--- config.mk ---
export PLATFORM = sky130hd
export DESIGN_NAME = midi_parser
export DESIGN_NICKNAME = d
export VERILOG_FILES = /design/src/rtl/midi_parser.sv
export SDC_FILE = /design/constraint.sdc
export NUM_CORES = 1
export LEC_CHECK = 0
export BUFFER_PORTS_ARGS = -buffer_cell sky130_fd_sc_hd__clkbuf_2
export CORE_ASPECT_RATIO = 1.1
export CORE_MARGIN = 2
export CORE_UTILIZATION = 49
export CTS_CLUSTER_SIZE = 12
export DETAILED_ROUTE_END_ITERATION = 12
export PLACE_DENSITY = 0.75
export SYNTH_ARGS = -nofsm -noshare
export SYNTH_HDL_FRONTEND = slang
export SYNTH_SLANG_ARGS = --single-unit
--- constraint.sdc ---
create_clock -name clk -period 1.9 [get_ports clk]
set_input_delay 0 -clock clk [delete_from_list [all_inputs] [get_ports clk]]
set_output_delay 0 -clock clk [all_outputs]
set_load 0.01 [all_outputs]
--- src/rtl/midi_parser.sv ---
// rtl/midi_parser.sv - MIDI byte-stream parser producing channel-voice event pulses
module midi_parser #(
    parameter logic [15:0] CHAN_MASK      = 16'hFFFF,
    parameter bit          RUNNING_STATUS = 1'b1,
    parameter bit          VEL0_IS_OFF    = 1'b1,
    parameter logic [13:0] PB_RESET       = 14'h2000
) (
    input  logic        clk,
    input  logic        reset,
    input  logic        byte_valid,
    input  logic [7:0]  byte_data,
    output logic        ev_valid,
    output logic [2:0]  ev_type,
    output logic [3:0]  ev_chan,
    output logic [6:0]  ev_d1,
    output logic [6:0]  ev_d2,
    output logic [13:0] ev_pb,
    output logic        rt_valid,
    output logic [2:0]  rt_code,
    output logic        sysex_active,
    output logic        err_pulse
);

    typedef enum logic [1:0] {
        IDLE    = 2'd0,
        WAIT_D1 = 2'd1,
        WAIT_D2 = 2'd2,
        SYSEX   = 2'd3
    } state_t;

    state_t      r_state, w_state_nx;
    logic [7:0]  r_status, w_status_nx;
    logic        r_run_valid, w_run_nx;
    logic [6:0]  r_d1, w_d1_nx;

    logic        w_take_d1;
    logic        w_complete;
    logic [6:0]  w_cd1, w_cd2;
    logic [2:0]  w_type;
    logic        w_accept;
    logic        w_err;
    logic        w_rt;

    always_comb begin
        w_state_nx  = r_state;
        w_status_nx = r_status;
        w_run_nx    = r_run_valid;
        w_d1_nx     = r_d1;
        w_take_d1   = 1'b0;
        w_complete  = 1'b0;
        w_cd1       = 7'd0;
        w_cd2       = 7'd0;
        w_err       = 1'b0;
        w_rt        = 1'b0;
        if (byte_valid) begin
            if (byte_data >= 8'hF8) begin
                w_rt = 1'b1;
            end else if (byte_data[7] && (byte_data < 8'hF0)) begin
                w_status_nx = byte_data;
                w_run_nx    = 1'b1;
                w_state_nx  = WAIT_D1;
                w_err       = (r_state == WAIT_D1) || (r_state == WAIT_D2);
            end else if (byte_data == 8'hF0) begin
                w_run_nx   = 1'b0;
                w_state_nx = SYSEX;
            end else if (byte_data == 8'hF7) begin
                if (r_state == SYSEX)
                    w_state_nx = IDLE;
            end else if (byte_data[7]) begin
                w_run_nx   = 1'b0;
                w_state_nx = IDLE;
            end else begin
                case (r_state)
                    IDLE: begin
                        if (RUNNING_STATUS && r_run_valid)
                            w_take_d1 = 1'b1;
                        else
                            w_err = 1'b1;
                    end
                    WAIT_D1: w_take_d1 = 1'b1;
                    WAIT_D2: begin
                        w_complete = 1'b1;
                        w_cd1      = r_d1;
                        w_cd2      = byte_data[6:0];
                    end
                    default: ;
                endcase
                // Program change (Cx) and channel pressure (Dx) carry a single data byte
                if (w_take_d1) begin
                    if (r_status[6:5] == 2'b10) begin
                        w_complete = 1'b1;
                        w_cd1      = byte_data[6:0];
                    end else begin
                        w_d1_nx    = byte_data[6:0];
                        w_state_nx = WAIT_D2;
                    end
                end
                if (w_complete) begin
                    if (RUNNING_STATUS) begin
                        w_state_nx = WAIT_D1;
                    end else begin
                        w_state_nx = IDLE;
                        w_run_nx   = 1'b0;
                    end
                end
            end
        end
        w_type = r_status[6:4];
        if (VEL0_IS_OFF && (w_type == 3'd1) && (w_cd2 == 7'd0))
            w_type = 3'd0;
        w_accept = w_complete && CHAN_MASK[r_status[3:0]];
    end

    always_ff @(posedge clk or posedge reset) begin
        if (reset) begin
            r_state     <= IDLE;
            r_status    <= 8'd0;
            r_run_valid <= 1'b0;
            r_d1        <= 7'd0;
        end else begin
            r_state     <= w_state_nx;
            r_status    <= w_status_nx;
            r_run_valid <= w_run_nx;
            r_d1        <= w_d1_nx;
        end
    end

    always_ff @(posedge clk or posedge reset) begin
        if (reset) begin
            ev_valid     <= 1'b0;
            ev_type      <= 3'd0;
            ev_chan      <= 4'd0;
            ev_d1        <= 7'd0;
            ev_d2        <= 7'd0;
            ev_pb        <= PB_RESET;
            rt_valid     <= 1'b0;
            rt_code      <= 3'd0;
            sysex_active <= 1'b0;
            err_pulse    <= 1'b0;
        end else begin
            ev_valid     <= w_accept;
            rt_valid     <= w_rt;
            err_pulse    <= w_err;
            sysex_active <= (w_state_nx == SYSEX);
            if (w_rt)
                rt_code <= byte_data[2:0];
            if (w_accept) begin
                ev_type <= w_type;
                ev_chan <= r_status[3:0];
                ev_d1   <= w_cd1;
                ev_d2   <= w_cd2;
                if (w_type == 3'd6)
                    ev_pb <= {w_cd2, w_cd1};
            end
        end
    end

endmodule

==> impl_metrics.env, run 1 <==
export IMPL_status="finished, final reports clean"
export IMPL_fin_skew_ns=0.00754
export IMPL_n_antenna_cell=0
export IMPL_finalSetupViolations=0
export IMPL_cts_tree="built"
export IMPL_layout_commonest_cell="dfrtp_1"
export IMPL_antenna_found_initial=0
export IMPL_cts_root_buffer="clkbuf_8"
export IMPL_rsz0062_at_grt="no"
export IMPL_io_buffers=52
export IMPL_vias=1847
export IMPL_syn_to_final_growth_pct=23.4
export IMPL_htreeDepth=3
export IMPL_ys_seq_area_frac=0.568
export IMPL_hold_start="byte_data[6]"
export IMPL_route_detailed_drc=0
export IMPL_first_global_vias=1707
export IMPL_synthCells=212
export IMPL_die_area_um2=5910
export IMPL_place_ws_ns=0.0214
export IMPL_cp_required_ns=2.11
export IMPL_yosys_warnings=0
export IMPL_maxSlewHeadroom=0.631
export IMPL_finalPower_w=0.00433
export IMPL_dr_pass1_iters=4
export IMPL_synth_top_area_share=0.558
export IMPL_period_needed_ns=1.83
export IMPL_syn_area_um2=2600
export IMPL_gr_total_overflow=0
export IMPL_crit_path_end_kind="register"
export IMPL_worst_hold_path_type="in -> reg"
export IMPL_core_area_um2=5070
export IMPL_drt_wl_total_mm=5.44
export IMPL_dpl_cell_area_um2=2960
export IMPL_yosys_most_used_dff="dfrtp_1"
export IMPL_arrival_ns=2.04
export IMPL_critPathLaunch="r_state[0]$_DFF_PP0_"
export IMPL_design_area_um2=3210
export IMPL_place_congestion=0.939
export IMPL_yosysTopAreaCell="dfrtp_1"
export IMPL_clockBufferDepth=2
export IMPL_yosys_cell_types_count=40
export IMPL_r2r_start="r_state[0]$_DFF_PP0_"
export IMPL_routedWlPerCell_um=16.3
export IMPL_cap_violations=0
export IMPL_cts_made_buffers=9
export IMPL_synthTopCellsByArea="dfrtp_1 (56%), mux2_2 (13%), nor2_1 (3.0%)"
export IMPL_fin_crit_sh=0.964
export IMPL_finalHoldViolations=0
export IMPL_via_per_inst=5.53
export IMPL_cp_start_kind="register"
export IMPL_layout_drive_gt1_share=0.438
export IMPL_worst_setup_path_type="reg -> reg"
export IMPL_grt_max_degree=36
export IMPL_drtAntennaViolNets=0
export IMPL_grtUsageTotal=0.200
export IMPL_std_cell_rows=27
export IMPL_synth_edf_count=0
export IMPL_drt_initial_drc_count=85
export IMPL_hpwlAfterDp_mm=3.85
export IMPL_clock_latency_ns=0.33
export IMPL_fmax_mhz=546
export IMPL_dieHeight_um=80.4
export IMPL_finalWorstSetupSlack_ns=0.0686
export IMPL_cts_sinks=59
export IMPL_clk_pin_slew_ns=0.07
export IMPL_syn_nets=229
export IMPL_powerDensity_nw_per_um2=1350
export IMPL_synth_seq_cells=59
export IMPL_io_pins=53
export IMPL_most_common_layout_cells="dfrtp_1 (57), clkbuf_2 (52), mux2_2 (31)"
export IMPL_initial_utilization=0.514
export IMPL_synth_async_reset_ratio=1.00
export IMPL_die_w_um=73.5
export IMPL_syn_area_per_cell_um2=12.3
export IMPL_grt_first_pass_wirelength_mm=8.74
export IMPL_finalNetCount=289
export IMPL_ir_drop_v=0.000651
export IMPL_tightest_slew_ns=0.553
export IMPL_path_max_fanout=16
export IMPL_p_leak_nw=1.58
export IMPL_report_final_slew_viol_count=0
[worst paths after layout]
kind,endpoint,slack [ns],depth (start not counted)
worst min register to register,ev_d2[2]$_DFFE_PP0P_,0.47,1
worst max-delay path,ev_pb[8]$_DFFE_PP0P_,0.07,6
max in group asynchronous,ev_pb[13]$_DFFE_PP1P_,1.02,4
min in group asynchronous,ev_d2[5]$_DFFE_PP0P_,0.25,3
worst max register to register,ev_pb[8]$_DFFE_PP0P_,0.07,6
worst min-delay path,r_d1[6]$_DFFE_PP0P_,0.005,2
[worst max-delay path, cell delays in order (launching register included)]
cell and delay, ns:
dfrtp_2 0.45, inv_2 0.11, ha_1 0.19, and3b_2 0.21, and4b_1 0.26, buf_12 0.16, mux2_2 0.33
[power by group]
part	switching, W	total (W)	internal, W
logic	0.000574	0.00116	0.000585
registers	0.000250	0.00190	0.00165
clock network	0.000467	0.00127	0.000802
total	0.00129	0.00433	0.00304
[cell families after synthesis]
kind of cell,share of synthesized area
AOI/OAI and AO/OA,0.0981
adders and majority gates,0.0288
buffers and inverters,0.0327
DFF,0.568
muxes,0.146
and+or+nand+nor,0.127
[repair_timing]
action                                  4_1_cts  5_1_grt
setup buffers                                 0        0
endpoints found under the hold margin        24        0
resized for setup                             0        4
hold buffers                                  1        0
endpoints found under the setup margin        0       17
[final cells by class]
type | instances | area (um2)
fillers | 404 | 1860
flip-flops and latches | 59 | 1480
multi-input cells | 137 | 1060
repair buffers | 60 | 348
clock buffers | 11 | 151
clock inverters | 4 | 73.8
well taps | 58 | 72.6
inverters | 5 | 23.8
[metal layers]
metal	up-vias	share of wire	track usage
met5	-	0	0
met4	0	0.013	0.0745
met3	6	0.051	0.0602
met2	59	0.47	0.288
met1	910	0.47	0.283
li1	872	-	-
[state kept, by name, summed over array words and instances, names as in the netlist, 2 cells and up]
name,count
ev_chan,4
ev_pb,14
r_d1,7
rt_code,3
ev_d1,7
ev_type,3
r_state,2
r_status,7
ev_d2,7
[stage by stage]
step	std cells	util	setup TNS [ns]	hold WS, ns
after floorplan	212	-	-0.114	0.148
final	334	0.634	0	0.00455
after detailed placement	318	0.585	0	0.0541
after global routing	334	0.634	0	0.00448
after global placement	318	0.585	0	0.0559
after CTS	334	0.631	0	0.000128
[synthesized netlist by cell type, drive strengths merged (2+ instances only)]
library cell	count
a21o	9
a21oi	2
a31oi	7
and2	8
and3	2
buf	8
clkbuf	3
dfrtp	58
ha	6
inv	5
mux2	33
nand2	11
nand2b	2
nand3	9
nor2	21
nor2b	3
o21ai	2
o32ai	6
or3	2
No activity file was read; power rests on OpenSTA's default activity.
==> run 2: changes to the inputs <==
==> config.mk (replaced) <==
export PLATFORM = sky130hd
export DESIGN_NAME = midi_parser
export DESIGN_NICKNAME = d
export VERILOG_FILES = /design/src/rtl/midi_parser.sv
export SDC_FILE = /design/constraint.sdc
export NUM_CORES = 1
export LEC_CHECK = 0
export BUFFER_PORTS_ARGS = -buffer_cell sky130_fd_sc_hd__buf_2
export CORE_ASPECT_RATIO = 1.1
export CORE_MARGIN = 2
export CORE_UTILIZATION = 54
export CTS_CLUSTER_SIZE = 12
export DETAILED_ROUTE_END_ITERATION = 12
export PLACE_DENSITY = 0.79
export SYNTH_ARGS = -nofsm -noshare
export SYNTH_HDL_FRONTEND = slang
export SYNTH_SLANG_ARGS = --single-unit
==> constraint.sdc (replaced) <==
create_clock -name clk -period 1.8 [get_ports clk]
set_input_delay 0 -clock clk [delete_from_list [all_inputs] [get_ports clk]]
set_output_delay 0 -clock clk [all_outputs]
set_load 0.01 [all_outputs]
==> impl_metrics.env, run 2 (synthesis results as in run 1) <==
export IMPL_status="complete, but fails checks"
export IMPL_violations="setup timing"
export IMPL_clockBufferDepth=2
export IMPL_htreeDepth=3
export IMPL_core_area_um2=4650
export IMPL_antenna_found_initial=0
export IMPL_route_detailed_drc=0
export IMPL_most_common_layout_cells="dfrtp_1 (58), buf_2 (52), mux2_2 (24)"
export IMPL_netSwitchingPower_w=0.00141
export IMPL_pwr_share_clk=0.276
export IMPL_grt_max_degree=60
export IMPL_n_antenna_cell=0
export IMPL_cts_root_buffer="clkbuf_8"
export IMPL_report_final_slew_viol_count=0
export IMPL_finalWorstSetupSlack_ns=-0.0163
export IMPL_fin_skew_ns=0.00605
export IMPL_dr_pass1_iters=4
export IMPL_dieHeight_um=76.8
export IMPL_rsz0062_at_grt="yes"
export IMPL_period_needed_ns=1.82
export IMPL_cts_sinks=59
export IMPL_cts_made_buffers=9
export IMPL_vias=1980
export IMPL_first_global_vias=1910
export IMPL_finalSetupViolations=3
export IMPL_maxSlewHeadroom=0.693
export IMPL_grtUsageTotal=0.233
export IMPL_initial_utilization=0.559
export IMPL_die_area_um2=5390
export IMPL_clock_latency_ns=0.34
export IMPL_drt_wl_total_mm=6.16
export IMPL_worst_hold_path_type="in -> reg"
export IMPL_io_buffers=52
export IMPL_place_ws_ns=-0.0682
export IMPL_finalSetupTns_ns=-0.0442
export IMPL_std_cell_rows=26
export IMPL_finalHoldViolations=0
export IMPL_hpwlAfterDp_mm=3.86
export IMPL_cp_start_kind="register"
export IMPL_via_per_inst=5.69
export IMPL_drtAntennaViolNets=0
export IMPL_layout_commonest_cell="dfrtp_1"
export IMPL_ir_drop_v=0.000824
export IMPL_p_sw_frac=0.300
export IMPL_routedWlPerCell_um=17.7
export IMPL_finalNetCount=305
export IMPL_fmax_mhz=551
export IMPL_worst_path_max_delay_cell="dfrtp_1"
export IMPL_power_frac_seq=0.425
export IMPL_cap_violations=0
export IMPL_layout_drive_gt1_share=0.462
export IMPL_p_leak_nw=1.70
export IMPL_largest_reg_flops=14
export IMPL_gr_total_overflow=0
export IMPL_crit_path_end_kind="register"
export IMPL_worstPathCellList="buf_4 -> ha_2 -> a21o_1 -> and2_4 -> o21ai_4 -> inv_6 -> mux2_4"
export IMPL_path_max_fanout=15
export IMPL_comb_power_share=0.299
export IMPL_clk_pin_slew_ns=0.06
export IMPL_drt_initial_drc_count=161
export IMPL_top_register="ev_pb"
export IMPL_syn_to_final_growth_pct=30.3
export IMPL_worst_setup_path_type="reg -> reg"
export IMPL_arrival_ns=2.03
export IMPL_place_congestion=0.897
export IMPL_slowest_delay_ns=0.39
export IMPL_crit_family="compound AO/OA/AOI/OAI gates"
export IMPL_cts_tree="built"
export IMPL_fin_crit_sh=1.01
export IMPL_critPathBufInv=2
export IMPL_powerDensity_nw_per_um2=1390
export IMPL_io_pins=53
export IMPL_tightest_slew_ns=0.458
export IMPL_intPower_w=0.00329
export IMPL_grt_first_pass_wirelength_mm=9.54
export IMPL_cp_required_ns=2.02
export IMPL_die_w_um=70.2
==> run 2: per-layer routing <==
| layer | vias to the layer above | share of wire | track usage |
|---|---|---|---|
| met1 | 981 | 0.42 | 0.306 |
| met4 | 0 | 0.024 | 0.113 |
| met5 | - | 0 | 0 |
| met3 | 14 | 0.060 | 0.0512 |
| met2 | 84 | 0.50 | 0.366 |
| li1 | 901 | - | - |
==> run 2: final timing paths <==
| check | startpoint | end | slack [ns] | depth (start not counted) |
|---|---|---|---|---|
| setup / recovery | r_state[0]$_DFF_PP0_ | ev_chan[0]$_DFFE_PP0P_ | -0.02 | 7 |
| hold / removal | byte_data[2] | ev_pb[2]$_DFFE_PP0P_ | 0.01 | 3 |
| setup reg to reg | r_state[0]$_DFF_PP0_ | ev_chan[0]$_DFFE_PP0P_ | -0.02 | 7 |
| hold reg to reg | ev_d2[4]$_DFFE_PP0P_ | ev_d2[4]$_DFFE_PP0P_ | 0.47 | 1 |
| max in group asynchronous | reset | ev_pb[13]$_DFFE_PP1P_ | 1.26 | 4 |
| min in group asynchronous | reset | ev_d2[6]$_DFFE_PP0P_ | 0.26 | 4 |
==> run 2: cell type report <==
class / instances / area, um2
Sequential cell: 59 / 1480
Fill cell: 318 / 1260
Multi-Input combinational cell: 137 / 1110
Timing Repair Buffer: 76 / 504
Clock buffer: 13 / 149
Tap cell: 56 / 70.1
Clock inverter: 2 / 60.1
Inverter: 5 / 23.8
==> run 2: power by group through the flow <==
stage	Clock [W]	Sequential (W)	Combinational, W
floorplan	0	0.00212	0.000633
global placement	0	0.00199	0.00124
detailed placement	0	0.00201	0.00128
CTS	0.00131	0.00199	0.00132
global route	0.00137	0.00206	0.00153
finish	0.00130	0.00200	0.00140
==> run 2: tightest hold or removal path, cell delays in order <==
cell and delay (ns):
buf_2 0.16, nand2_1 0.07, a31oi_1 0.07
==> run 2: metrics by stage <==
stage               instance area (um2)  total power [W]  std cells  utilization  hold slack (ns)
floorplan                          2640          0.00276        212            -            0.148
global placement                   2980          0.00323        319        0.641           0.0746
detailed placement                 2980          0.00329        319        0.641           0.0805
CTS                                3260          0.00462        340        0.700          0.00354
global route                       3390          0.00496        348        0.729           0.0236
finish                             3390          0.00470        348        0.729           0.0124
==> run 2: repair_timing <==
action,4_1_cts,5_1_grt
buffers inserted,2,7
pin swaps,0,1
gates cloned,0,1
endpoints found under the setup margin,14,35
resized for setup,3,15
hold endpoints to repair,63,0
hold buffers,4,0
==> run 3: changes to the inputs <==
==> constraint.sdc (replaced) <==
create_clock -name clk -period 1.8 [get_ports clk]
set_input_delay 0.36 -clock clk [delete_from_list [all_inputs] [get_ports clk]]
set_output_delay 0.36 -clock clk [all_outputs]
set_load 0.01 [all_outputs]
==> impl_metrics.env, run 3 (synthesis results as in run 1) <==
export IMPL_worst_setup_path_type="reg -> reg"
export IMPL_dr_pass1_iters=4
export IMPL_status="complete, but fails checks"
export IMPL_grt_use_met3=0.0473
export IMPL_met2_usage=0.377
export IMPL_first_global_vias=1889
export IMPL_cts_tree="built"
export IMPL_grt_first_pass_wirelength_mm=9.53
export IMPL_grt_max_degree=35
export IMPL_die_w_um=70.2
export IMPL_final_cells=351
export IMPL_rsz0062_at_grt="yes"
export IMPL_hpwlAfterDp_mm=4.06
export IMPL_route_detailed_drc=0
export IMPL_worst_path_max_delay_cell="dfrtp_2"
export IMPL_gr_total_overflow=0
export IMPL_cap_violations=0
export IMPL_finalNetCount=307
export IMPL_cts_root_buffer="clkbuf_8"
export IMPL_drt_wl_total_mm=6.65
export IMPL_drt_initial_drc_count=135
export IMPL_critPathBufInv=2
export IMPL_clock_latency_ns=0.34
export IMPL_slowest_delay_ns=0.43
export IMPL_syn_to_final_growth_pct=30.9
export IMPL_busiest_layer="met2"
export IMPL_io_pins=53
export IMPL_worstPathCellList="inv_4 -> ha_4 -> a21o_1 -> and2_4 -> o21ai_4 -> clkinv_4 -> mux2_4"
export IMPL_std_cell_rows=26
export IMPL_top_register="ev_pb"
export IMPL_cts_made_buffers=9
export IMPL_tightest_slew_ns=0.442
export IMPL_largest_reg_flops=14
export IMPL_die_area_um2=5390
export IMPL_gr_usage_met1=0.292
export IMPL_crit_family="flip-flops"
export IMPL_htreeDepth=3
export IMPL_powerDensity_nw_per_um2=1370
export IMPL_crit_path_end_kind="register"
export IMPL_finalWorstSetupSlack_ns=-0.0203
export IMPL_fin_crit_sh=1.01
export IMPL_finalHoldViolations=0
export IMPL_n_antenna_cell=0
export IMPL_dp_cells=327
export IMPL_via_per_inst=5.78
export IMPL_cts_sinks=59
export IMPL_cp_start_kind="register"
export IMPL_arrival_ns=2.03
export IMPL_worst_hold_path_type="in -> async"
export IMPL_finalSetupViolations=5
export IMPL_routedWlPerCell_um=18.9
export IMPL_antenna_found_initial=0
export IMPL_clk_pin_slew_ns=0.07
export IMPL_cp_required_ns=2.01
export IMPL_period_needed_ns=1.82
export IMPL_path_max_fanout=8
export IMPL_core_area_um2=4650
export IMPL_violations="setup timing"
export IMPL_fin_skew_ns=0.0124
export IMPL_most_common_layout_cells="dfrtp_1 (57), buf_2 (53), mux2_2 (25)"
export IMPL_p_leak_nw=1.70
export IMPL_finalPower_w=0.00466
export IMPL_layout_commonest_cell="dfrtp_1"
export IMPL_place_congestion=0.824
export IMPL_initial_utilization=0.559
export IMPL_layout_drive_gt1_share=0.495
export IMPL_vias=2030
export IMPL_finalSetupTns_ns=-0.0629
export IMPL_report_final_slew_viol_count=0
export IMPL_drtAntennaViolNets=0
export IMPL_dieHeight_um=76.8
export IMPL_ir_drop_v=0.000738
export IMPL_maxSlewHeadroom=0.706
export IMPL_clockBufferDepth=2
export IMPL_post_route_util=0.732
export IMPL_grtUsageTotal=0.233
export IMPL_io_buffers=52
export IMPL_fmax_mhz=549
## run 3: final cells by class
| cell class | count | area (um2) |
|---|---|---|
| multi-input combinational | 137 | 1160 |
| timing repair inverter | 1 | 6.26 |
| tap | 56 | 70.1 |
| inverter | 5 | 30.0 |
| sequential | 59 | 1480 |
| timing repair buffer | 77 | 477 |
| fill | 324 | 1240 |
| clock buffer | 14 | 153 |
| clock inverter | 2 | 35.0 |
## run 3: worst min-delay path: cells and delay by family
family | cells | cell delay [ns]
buf+inv | 3 | 0.39
## run 3: final timing paths
check / start / endpoint / slack (ns) / depth (start not counted)
setup / recovery: r_state[0]$_DFF_PP0_ / ev_chan[0]$_DFFE_PP0P_ / -0.02 / 7
hold / removal: reset / sysex_active$_DFF_PP0_ / 0.05 / 3
setup reg to reg: r_state[0]$_DFF_PP0_ / ev_chan[0]$_DFFE_PP0P_ / -0.02 / 7
hold reg to reg: ev_d2[6]$_DFFE_PP0P_ / ev_d2[6]$_DFFE_PP0P_ / 0.47 / 1
max in group asynchronous: reset / ev_pb[13]$_DFFE_PP1P_ / 1.37 / 3
min in group clk: byte_data[6] / r_status[6]$_DFFE_PP0P_ / 0.36 / 2
## run 3: repair_timing
action,CTS,global route
resized for setup,0,30
setup endpoints to repair,0,35
hold buffers,0,0
buffers inserted,0,6
## run 3: metrics by stage
step / hold WS (ns) / instance area, um2 / setup slack [ns]
after floorplan: 0.459 / 2640 / -0.157
after global placement: 0.424 / 3040 / 0.0719
after detailed placement: 0.426 / 3040 / 0.0471
after CTS: 0.0632 / 3220 / 0.00179
after global routing: 0.0691 / 3410 / -0.0764
final: 0.0518 / 3410 / -0.0203
## run 3: layer usage
| metal | routed length (um) | share of wire |
|---|---|---|
| met4 | 169 | 0.025 |
| met5 | 0 | 0 |
| met3 | 361 | 0.054 |
| met1 | 2680 | 0.40 |
| met2 | 3430 | 0.52 |
## run 3: power by group
part / switching, W / internal (W) / total (W)
clock: 0.000493 / 0.000678 / 0.00117
combinational: 0.000704 / 0.000757 / 0.00146
sequential: 0.000283 / 0.00175 / 0.00203
total: 0.00148 / 0.00318 / 0.00466
